<file path="src/rtl/ahb3lite_uart_tx_buffer.sv">
// ---------------------------------------------------------------------------
// ahb3lite_uart_tx_buffer
//
// AHB3-Lite slave implementing a buffered UART transmit path. Byte writes to
// TXDATA are queued in a FIFO; a small transmit engine hands one character
// at a time to a valid/ready byte stream and then idles for TX_GAP cycles.
// A write that finds the FIFO full is held with wait states until a slot
// frees up. STATUS reports empty/full/tx_valid and the FIFO occupancy.
//
// Register map (4-byte granules relative to BASE):
//   BASE+0..3  TXDATA  write-only, character taken from the addressed lane
//   BASE+4..7  STATUS  read-only  {16'0, count[7:0], 5'0, tx_valid, full, empty}
//   anything else, or the wrong direction, answers with a two-cycle ERROR.
//
// Ports:
//   HCLK, HRESETn          bus clock, asynchronous active-low reset
//   HSEL, HTRANS, HADDR,   AHB address phase
//   HWRITE, HSIZE, HBURST  (HSIZE/HBURST are accepted but not used)
//   HWDATA / HRDATA        write / read data
//   HREADY                 bus-level ready (end of the current data phase)
//   HREADYOUT, HRESP       slave ready and response
//   tx_valid, tx_char      character stream towards the consumer
//   tx_ready               consumer accepts tx_char while tx_valid is high
// ---------------------------------------------------------------------------
module ahb3lite_uart_tx_buffer #(
  parameter int          HDATA_SIZE = 32,
  parameter int          HADDR_SIZE = 32,
  parameter logic [31:0] BASE       = 32'h8000_1080,
  parameter int          DEPTH      = 8,
  parameter int          TX_GAP     = 16
) (
  input  logic                  HCLK,
  input  logic                  HRESETn,
  input  logic                  HSEL,
  input  logic [1:0]            HTRANS,
  input  logic [HADDR_SIZE-1:0] HADDR,
  input  logic                  HWRITE,
  input  logic [2:0]            HSIZE,
  input  logic [2:0]            HBURST,
  input  logic [HDATA_SIZE-1:0] HWDATA,
  output logic [HDATA_SIZE-1:0] HRDATA,
  input  logic                  HREADY,
  output logic                  HREADYOUT,
  output logic                  HRESP,
  output logic                  tx_valid,
  output logic [7:0]            tx_char,
  input  logic                  tx_ready
);

  localparam int LANE_W = $clog2(HDATA_SIZE / 8);
  localparam int PTR_W  = $clog2(DEPTH);
  localparam int CNT_W  = PTR_W + 1;
  localparam int GAP_W  = $clog2(TX_GAP + 1);

  localparam logic [HADDR_SIZE-1:0] BASE_A   = HADDR_SIZE'(BASE);
  localparam logic [CNT_W-1:0]      DEPTH_C  = CNT_W'(DEPTH);
  localparam logic [GAP_W-1:0]      GAP_LOAD = GAP_W'(TX_GAP - 1);

  typedef enum logic [1:0] {
    ST_IDLE,
    ST_SEND,
    ST_GAP
  } tx_state_t;

  // -------------------------------------------------------------------------
  // Address phase decode
  // -------------------------------------------------------------------------
  logic [HADDR_SIZE-1:0] w_offset;
  logic [HADDR_SIZE-3:0] w_word;
  logic                  w_accept;
  logic                  w_dec_tx;
  logic                  w_dec_st;

  assign w_offset = HADDR - BASE_A;
  assign w_word   = w_offset[HADDR_SIZE-1:2];
  assign w_accept = HSEL & HREADY & HTRANS[1];
  assign w_dec_tx = HWRITE & (w_word == '0);
  assign w_dec_st = ~HWRITE & (w_word == (HADDR_SIZE-2)'(1));

  // -------------------------------------------------------------------------
  // Data phase state
  // -------------------------------------------------------------------------
  logic              r_tx_pend;   // TXDATA write waiting to be pushed
  logic              r_st_pend;   // STATUS read data phase
  logic              r_err1;      // first ERROR cycle (HREADYOUT low)
  logic              r_err2;      // second ERROR cycle (HREADYOUT high)
  logic [LANE_W-1:0] r_lane;

  // FIFO
  logic [7:0]        r_mem [DEPTH];
  logic [PTR_W-1:0]  r_wptr;
  logic [PTR_W-1:0]  r_rptr;
  logic [CNT_W-1:0]  r_count;
  logic              w_full;
  logic              w_empty;
  logic              w_push;
  logic              w_pop;
  logic [7:0]        w_wchar;

  // Transmit engine
  tx_state_t         r_state;
  tx_state_t         w_next_state;
  logic [GAP_W-1:0]  r_gap;
  logic [7:0]        r_tx_char;
  logic [31:0]       w_status;

  assign w_full  = (r_count == DEPTH_C);
  assign w_empty = (r_count == '0);

  // Only registered state feeds HREADYOUT: the stall is released by the
  // count dropping below DEPTH, never by anything on HWDATA.
  assign HREADYOUT = ~r_err1 & ~(r_tx_pend & w_full);
  assign HRESP     = r_err1 | r_err2;

  assign w_wchar = HWDATA[{r_lane, 3'b000} +: 8];
  assign w_push  = r_tx_pend & ~w_full;

  // NOTE: state is updated with non-blocking assignments so every register
  // samples the values from before the clock edge, independent of order.
  always_ff @(posedge HCLK or negedge HRESETn) begin
    if (!HRESETn) begin
      r_tx_pend <= 1'b0;
      r_st_pend <= 1'b0;
      r_err1    <= 1'b0;
      r_err2    <= 1'b0;
      r_lane    <= '0;
    end else begin
      r_err2 <= r_err1;
      if (HREADY) begin
        r_tx_pend <= w_accept & w_dec_tx;
        r_st_pend <= w_accept & w_dec_st;
        r_err1    <= w_accept & ~w_dec_tx & ~w_dec_st;
      end else begin
        // HREADY is low during our first ERROR cycle; it lasts one cycle.
        r_err1 <= 1'b0;
      end
      if (w_accept) begin
        r_lane <= HADDR[LANE_W-1:0];
      end
    end
  end

  // NOTE: the FIFO storage has no reset; the pointers and count define which
  // entries are valid, so clearing the array would only add reset fan-out.
  always_ff @(posedge HCLK) begin
    if (w_push) begin
      r_mem[r_wptr] <= w_wchar;
    end
  end

  always_ff @(posedge HCLK or negedge HRESETn) begin
    if (!HRESETn) begin
      r_wptr  <= '0;
      r_rptr  <= '0;
      r_count <= '0;
    end else begin
      if (w_push) r_wptr <= r_wptr + PTR_W'(1);
      if (w_pop)  r_rptr <= r_rptr + PTR_W'(1);
      unique case ({w_push, w_pop})
        2'b10:   r_count <= r_count + CNT_W'(1);
        2'b01:   r_count <= r_count - CNT_W'(1);
        default: r_count <= r_count;
      endcase
    end
  end

  // -------------------------------------------------------------------------
  // Transmit engine
  // -------------------------------------------------------------------------
  // NOTE: every signal driven here gets a default first, so no path through
  // the case statement can leave one unassigned and infer a latch.
  always_comb begin
    w_next_state = r_state;
    w_pop        = 1'b0;
    unique case (r_state)
      ST_IDLE: begin
        if (!w_empty) begin
          w_pop        = 1'b1;
          w_next_state = ST_SEND;
        end
      end
      ST_SEND: begin
        if (tx_ready) w_next_state = ST_GAP;
      end
      ST_GAP: begin
        if (r_gap == '0) w_next_state = ST_IDLE;
      end
      default: w_next_state = ST_IDLE;
    endcase
  end

  always_ff @(posedge HCLK or negedge HRESETn) begin
    if (!HRESETn) begin
      r_state   <= ST_IDLE;
      r_gap     <= '0;
      r_tx_char <= '0;
    end else begin
      r_state <= w_next_state;
      if (w_pop) begin
        r_tx_char <= r_mem[r_rptr];
      end
      if (r_state == ST_SEND && tx_ready) begin
        r_gap <= GAP_LOAD;
      end else if (r_state == ST_GAP && r_gap != '0) begin
        r_gap <= r_gap - GAP_W'(1);
      end
    end
  end

  assign tx_valid = (r_state == ST_SEND);
  assign tx_char  = r_tx_char;

  // -------------------------------------------------------------------------
  // STATUS read data
  // -------------------------------------------------------------------------
  assign w_status = {16'd0, 8'(r_count), 5'd0, tx_valid, w_full, w_empty};
  assign HRDATA   = r_st_pend ? {(HDATA_SIZE/32){w_status}} : '0;

  // Transfer size/burst and the sub-word offset bits carry no information
  // for this slave.
  logic w_unused;
  assign w_unused = ^{HSIZE, HBURST, w_offset[1:0]};

endmodule

</file>
<file path="config.mk">
export PLATFORM = sky130hd
export DESIGN_NAME = ahb3lite_uart_tx_buffer
export DESIGN_NICKNAME = d
export VERILOG_FILES = /design/src/rtl/ahb3lite_uart_tx_buffer.sv
export SDC_FILE = /design/constraint.sdc
export NUM_CORES = 1
export LEC_CHECK = 0
export ABC_AREA = 1
export BUFFER_PORTS_ARGS = -buffer_cell sky130_fd_sc_hd__buf_2
export CAP_MARGIN = 10
export CORE_ASPECT_RATIO = 0.6
export CORE_MARGIN = 2
export CORE_UTILIZATION = 54
export CTS_BUF_LIST = sky130_fd_sc_hd__clkbuf_4 sky130_fd_sc_hd__clkbuf_8 sky130_fd_sc_hd__clkbuf_16
export CTS_CLUSTER_SIZE = 28
export DETAILED_ROUTE_END_ITERATION = 6
export PLACE_DENSITY = 0.8
export SYNTH_ARGS = -nofsm -noshare
export SYNTH_HDL_FRONTEND = slang
export SYNTH_SLANG_ARGS = --single-unit
</file>
<file path="constraint.sdc">
create_clock -name HCLK -period 2.5 [get_ports HCLK]
set_input_delay 0 -clock HCLK [delete_from_list [all_inputs] [get_ports HCLK]]
set_output_delay 0 -clock HCLK [all_outputs]
set_load 0.05 [all_outputs]
</file>
== Word level (Yosys, flattened, before mapping) ==
Memories as Yosys holds them, arrays and structs flattened. A register that Yosys moved wholly into a read port is not among the register bits.
Cells that the tools add are included.

* Flip-flop bits (word level): 23
* Bits in writable memories: 64
* Input bits: 78
* Word-level logic and storage cells: 69
* Memories kept: 1

* Add/sub/neg operators: 6
* Equality and inequality tests: 9
* Shifts and indexed selects: 1
* Multiplexer cells: 13
* Bitwise logic cells: 18
* Reduce and logical (&&, ||, !) cells: 11

{| class="wikitable"
|+ Memories
! name !! depth !! bits a word !! rd ports !! clocked after memory_dff !! wr ports !! line !! text
|-
| r_mem || 8 || 8 || 1 || 1 || 1 || 90 || <nowiki>logic [7:0] r_mem [DEPTH];</nowiki>
|}

{| class="wikitable"
|+ Operator list
! operator !! count
|-
| $shiftx A32 B6 Y8 || 1
|-
| $sub A32 B32 Y32 const B || 1
|-
| $eq A30 B1 Y1 const B || 1
|-
| $logic_not A30 Y1 || 1
|-
| $mux W12 || 1
|-
| $and A1 B1 Y1 || 11
|-
| $mux W5 || 2
|-
| $pmux W4 S2 || 1
|-
| $add A3 B1 Y3 const B || 2
|-
| $mux W2 || 3
|-
| $not A1 Y1 || 6
|-
| $pmux W2 S3 || 1
|-
| $logic_not A5 Y1 || 1
|-
| $mux W1 || 5
|-
| $reduce_bool A5 Y1 || 1
|-
| $sub A5 B1 Y5 const B || 1
|-
| $add A4 B1 Y4 const B || 1
|-
| $eq A2 B1 Y1 const B || 2
|-
| $eq A2 B2 Y1 const B || 2
|-
| $eq A4 B4 Y1 const B || 1
|-
| $logic_not A4 Y1 || 1
|-
| $ne A2 B2 Y1 const B || 2
|-
| $reduce_bool A2 Y1 || 2
|-
| $sub A4 B1 Y4 const B || 1
|-
| 6 further kinds || 7
|}

== Longest topological paths before layout ==
* Word-level depth: 7
* Depth in mapped cells: 16

== Least setup slack after synthesis ==
Ideal clock, no wire load.

* Path kind: register -> register
* From: reg r_count[0]
* To: reg r_count[3]
* Library setup time: 122 ps
* Arrival time: 2,149 ps
* Slack: 229 ps
* Cell stages (with the launch flop): 15
* Cell sequence: dfrtp_1 -> inv_1 -> nand3_2 -> nor2_1 -> nor3_2 -> buf_2 -> ha_1 -> ha_1 -> nand2_1 -> nor2_1 -> a211oi_1 -> nor2_1 -> nor2_1 -> nand2_1 -> xor2_1

* Longest elaborated chain between the ends: 5
* Elaborated cells between the ends (all ways): 12

{| class="wikitable"
|+ RTL lines
! item !! line !! text
|-
| start, declared || 93 || <nowiki>logic [CNT_W-1:0] r_count;</nowiki>
|-
| start signal, assigned || 160 || <nowiki>2'b10: r_count <= r_count + CNT_W'(1);</nowiki>
|-
| start signal, assigned || 161 || <nowiki>2'b01: r_count <= r_count - CNT_W'(1);</nowiki>
|-
| start signal, assigned || 162 || <nowiki>default: r_count <= r_count;</nowiki>
|-
| $logic_not A4 Y1 (*) || 108 || <nowiki>assign w_empty = (r_count == '0);</nowiki>
|-
| $mux W1 (*) || 177 || <nowiki>if (!w_empty) begin</nowiki>
|-
| $mux W1 (*) || 175 || <nowiki>unique case (r_state)</nowiki>
|-
| net w_pop || 97 || <nowiki>logic w_pop;</nowiki>
|-
| $eq A2 B1 Y1 or $eq A2 B2 Y1 (tied branches) || 159 || <nowiki>unique case ({w_push, w_pop})</nowiki>
|-
| $pmux W4 S2 or $reduce_bool A2 Y1 (tied branches) || -- ||
|}

Mark *: on every way through the listed nets, which the timed path passes. The rest lies on a longest branch.
A chain may end at the register's enable or synchronous reset.

== Final worst setup path ==
* From: reg r_count[1]
* To: reg r_count[3]

* Longest elaborated chain between the ends: 5
* Elaborated cells between the ends (all ways): 12

{| class="wikitable"
|+ RTL lines
! item !! line
|-
| $logic_not A4 Y1 or $eq A4 B4 Y1 (tied branches) || 108, 107
|-
| $mux W1 or $not A1 Y1 (tied branches) || 177, 116
|-
| $mux W1 or $and A1 B1 Y1 (tied branches) || 175, 116
|-
| $eq A2 B1 Y1 or $eq A2 B2 Y1 (tied branches) || 159
|-
| $pmux W4 S2 or $reduce_bool A2 Y1 (tied branches) || --
|}

Several ways; a longest one is shown, not always the timed one.

==> summary.txt <==
Clocking
  – Worst-Skew Late Latency: 340 ps
  – Setup Fix Bufs, Post-CTS: 0
  – Number of H-tree levels: 3
  – Clock sinks: 95
  – CTS Buffer Depth: 2
  – CTS root buf: clkbuf_16
  – Reg clk slew, reported paths: 60 ps
  – CTS tree: done
  – Inserted Clock Buffers: 9

Synthesis
  – Synthesized instance count: between 500 and 600
  – Yosys top cell area share: approximately two fifths
  – Synth area leaders: edfxtp_1, dfrtp_1, nand2_1
  – Post-Syn Area: 5040 sq um
  – Mux cell area share after synthesis: 0%
  – Syn avg cell area: ~9 sq um
  – Yosys warning count: 0
  – Synth Area in Adders: 2.38%
  – Post-synthesis compound-gate area fraction: between 10% and 20%
  – Distinct cells, synth: 34
  – Main combinational cell family by area after synthesis: simple AND/OR/NAND/NOR gates
  – Flops & latches, synth: 95
  – XOR/XNOR Fraction of Synth Area: approximately 1.4%
  – Register area share after synthesis: a little over half
  – Simple logic cell fraction of the synthesized area: between 20% and 30%
  – Post-synth top area cell: edfxtp_1

Setup path
  – Maximum net fanout on the critical path: 5
  – Critical Path Source: r_count[1]
  – Worst path arrival time: roughly 2600 ps
  – Critical path type: flip-flop to flip-flop
  – CP Capture Type: flip-flop
  – CP startpoint kind: flip-flop
  – R2r startpoint: r_count[1]
  – Reg2Reg Setup Slack: 170 ps
  – WP data required: approximately 2700 ps

Cells and area
  – ANT cells: 0
  – Nets@finish: about 770
  – Non-Filler Instances: ~800
  – Share of post-route cells with drive strength above 1: a little over a fifth
  – Layout area overhead: 18.7%
  – Design area: between 5000 and 6000 sq um
  – Highest-count cells in the layout ignoring fill and taps: nand2_1, nor2_1, buf_2
  – Fillcell total: between 700 and 800
  – Most common cell after layout, fill and taps aside: nand2_1

Route
  – Vias per Instance: about 5.5
  – Vias: 4394
  – Detailed Route WL: between 10 and 15 mm
  – Drt wl/cell: ~16 microns
  – DR iter-0 viols: 490
  – Antenna-violating nets left: 0
  – DRT Pass-1 Iters: 6
  – DRC: 0

Timing
  – TNS Setup: 0 ps
  – Final Max Slew Viols: 0
  – Final Cycle Share: between 90 and 100%
  – RSZ-0062 raised after global routing: false
  – Final setup viols: 0
  – Tmin final: 2330 ps
  – Clock skew: between 6 and 7 ps
  – Tightest Pin Transition: 740 ps
  – Hold WS: just under 70 ps
  – Final Hold Viols: 0
  – Slew margin rel.: 50.5%
  – Fmax: ~0.43 GHz

Outcome
  – Run status: complete, no violations

Die
  – Die ar.: between 10000 and 15000 sq um
  – Num rows: 27
  – Initial Utilization: a little under three fifths
  – Die H: slightly below 80 microns
  – Core Footprint: slightly above 9000 sq um
  – I/O Pins: roughly 120
  – Die width: between 100 and 150 microns

Hold path
  – Worst hold path class: input port to flip-flop
  – Hold path startpoint: HADDR[2]

GRT
  – Antenna violations before repair: 0
  – Vias in the first global route: around 4000
  – GRT Total Usage: between 20% and 30%
  – Congestion Overflow GR: 0
  – Global-route wire length before repair: about 20 mm
  – Largest net degree at the start of global routing: 35

Pwr
  – VDD IR max: roughly 0.0004 V
  – Pwr per Cell Area: around 670 nW/um^2
  – Pleak: between 0.002 and 0.003 uW

Run
  – Max Cap Viol: 0

Placement
  – Port bufs: 88
  – Cell count after placement: just under 800
  – Post-DP HPWL: 9.45 mm
  – Routability congestion estimate from global placement: about 0.98
  – Placed Area: ~5600 sq um
==> area by class of cell <==
| cell class | instances | area [sq um] | area share [%] |
|---|---|---|---|
| Clock inverter | 3 | 42.5 | 0.710 |
| Sequential cell | 95 | 2700 | 45.0 |
| Clock buffer | 13 | 262 | 4.37 |
| Inverter | 61 | 229 | 3.82 |
| Multi-Input combinational cell | 402 | 1980 | 33.1 |
| Timing Repair Buffer | 112 | 633 | 10.6 |
| Tap cell | 116 | 145 | 2.42 |
==> logic make-up (layout without fill, tap and decap cells) <==
kind of cell	count (synthesis)	in the layout
fa+ha+maj	9	9
simple gates	258	258
flops	95	95
buf+inv	99	189
compound gates	102	102
other cells	1	25
xor+xnor	8	8
==> path summary, 6_finish.rpt <==
| path | end | depth (start not counted) |
|---|---|---|
| min reg2reg | r_err2 | 0 |
| min in group asynchronous | r_rptr[0] | 2 |
| max in group asynchronous | r_lane[1] | 2 |
| max reg2reg | r_count[3] | 14 |
| max | r_count[3] | 14 |
| min | r_st_pend | 5 |
==> per-stage QoR <==
step	power, uW	worst slack [ps]	utilization (%)
after global placement	2610	190	61.7
final	4000	172	65.7
after detailed placement	2630	76.2	61.7
after CTS	4010	66.7	65.5
after floorplan	2390	229	-
after global routing	4160	1.52	65.7
==> synth_stat cells <==
library cell    n
nor3_2          1
o21ai_0        60
nor2_1         98
nand2_2         3
o21ai_1         2
nand3_2         2
nor4_1          1
or2_2           3
xor2_1          4
edfxtp_1       64
nor2_2          6
buf_2           1
clkbuf_1       12
inv_1          58
inv_2           2
nor2_4          2
fa_1            1
nor3b_1         1
nand4_1         6
o221ai_1        8
a21oi_1         6
nand3b_1        3
xnor2_1         4
clkinv_1        1
nand2_1       104
o211ai_1        9
buf_4          25
o22ai_1        16
ha_1            8
nor3_1          8
a211oi_1        1
dfrtp_1        31
conb_1          1
nand3_1        20
==> metal layers <==
| metal | wire length, microns | GRT usage [%] | up-vias | part of all wire (%) |
|---|---|---|---|---|
| met2 | 5310 | 37.0 | 273 | 42 |
| met1 | 5780 | 39.3 | 2022 | 45 |
| met3 | 1500 | 7.68 | 15 | 12 |
| met5 | 0 | 0 | - | 0 |
| li1 | - | - | 2084 | - |
| met4 | 163 | 5.33 | 0 | 1.3 |
==> flip-flops by register name (all words and copies together), names as in the netlist <==
signal	cells
r_state	2
r_st_pend	1
r_mem	64
r_err1	1
r_wptr	3
r_rptr	3
r_gap	5
r_tx_pend	1
r_err2	1
r_count	4
r_lane	2
tx_char	8
==> critical path, stage by stage (launching register included) <==
cell	delay [ps]
dfrtp_1	400
inv_1	110
nand3_2	120
nor2_2	70
nor2_2	160
inv_1	90
ha_1	250
ha_1	340
nand2_1	90
nor2_1	50
a211oi_2	180
nor2_1	60
nor2_1	80
nand2_1	60
xor2_1	140
==> power breakdown <==
part	internal [uW]	switching (uW)
Clock	834	552
Sequential	1810	49.8
Combinational	204	544
Total	2850	1150
==> repair_timing <==
item,4_1_cts,5_1_grt
hold buffers,5,0
resized for setup,0,3
setup endpoints to repair,0,1
hold endpoints to repair,38,0
No activity file was read; power rests on OpenSTA's default activity.
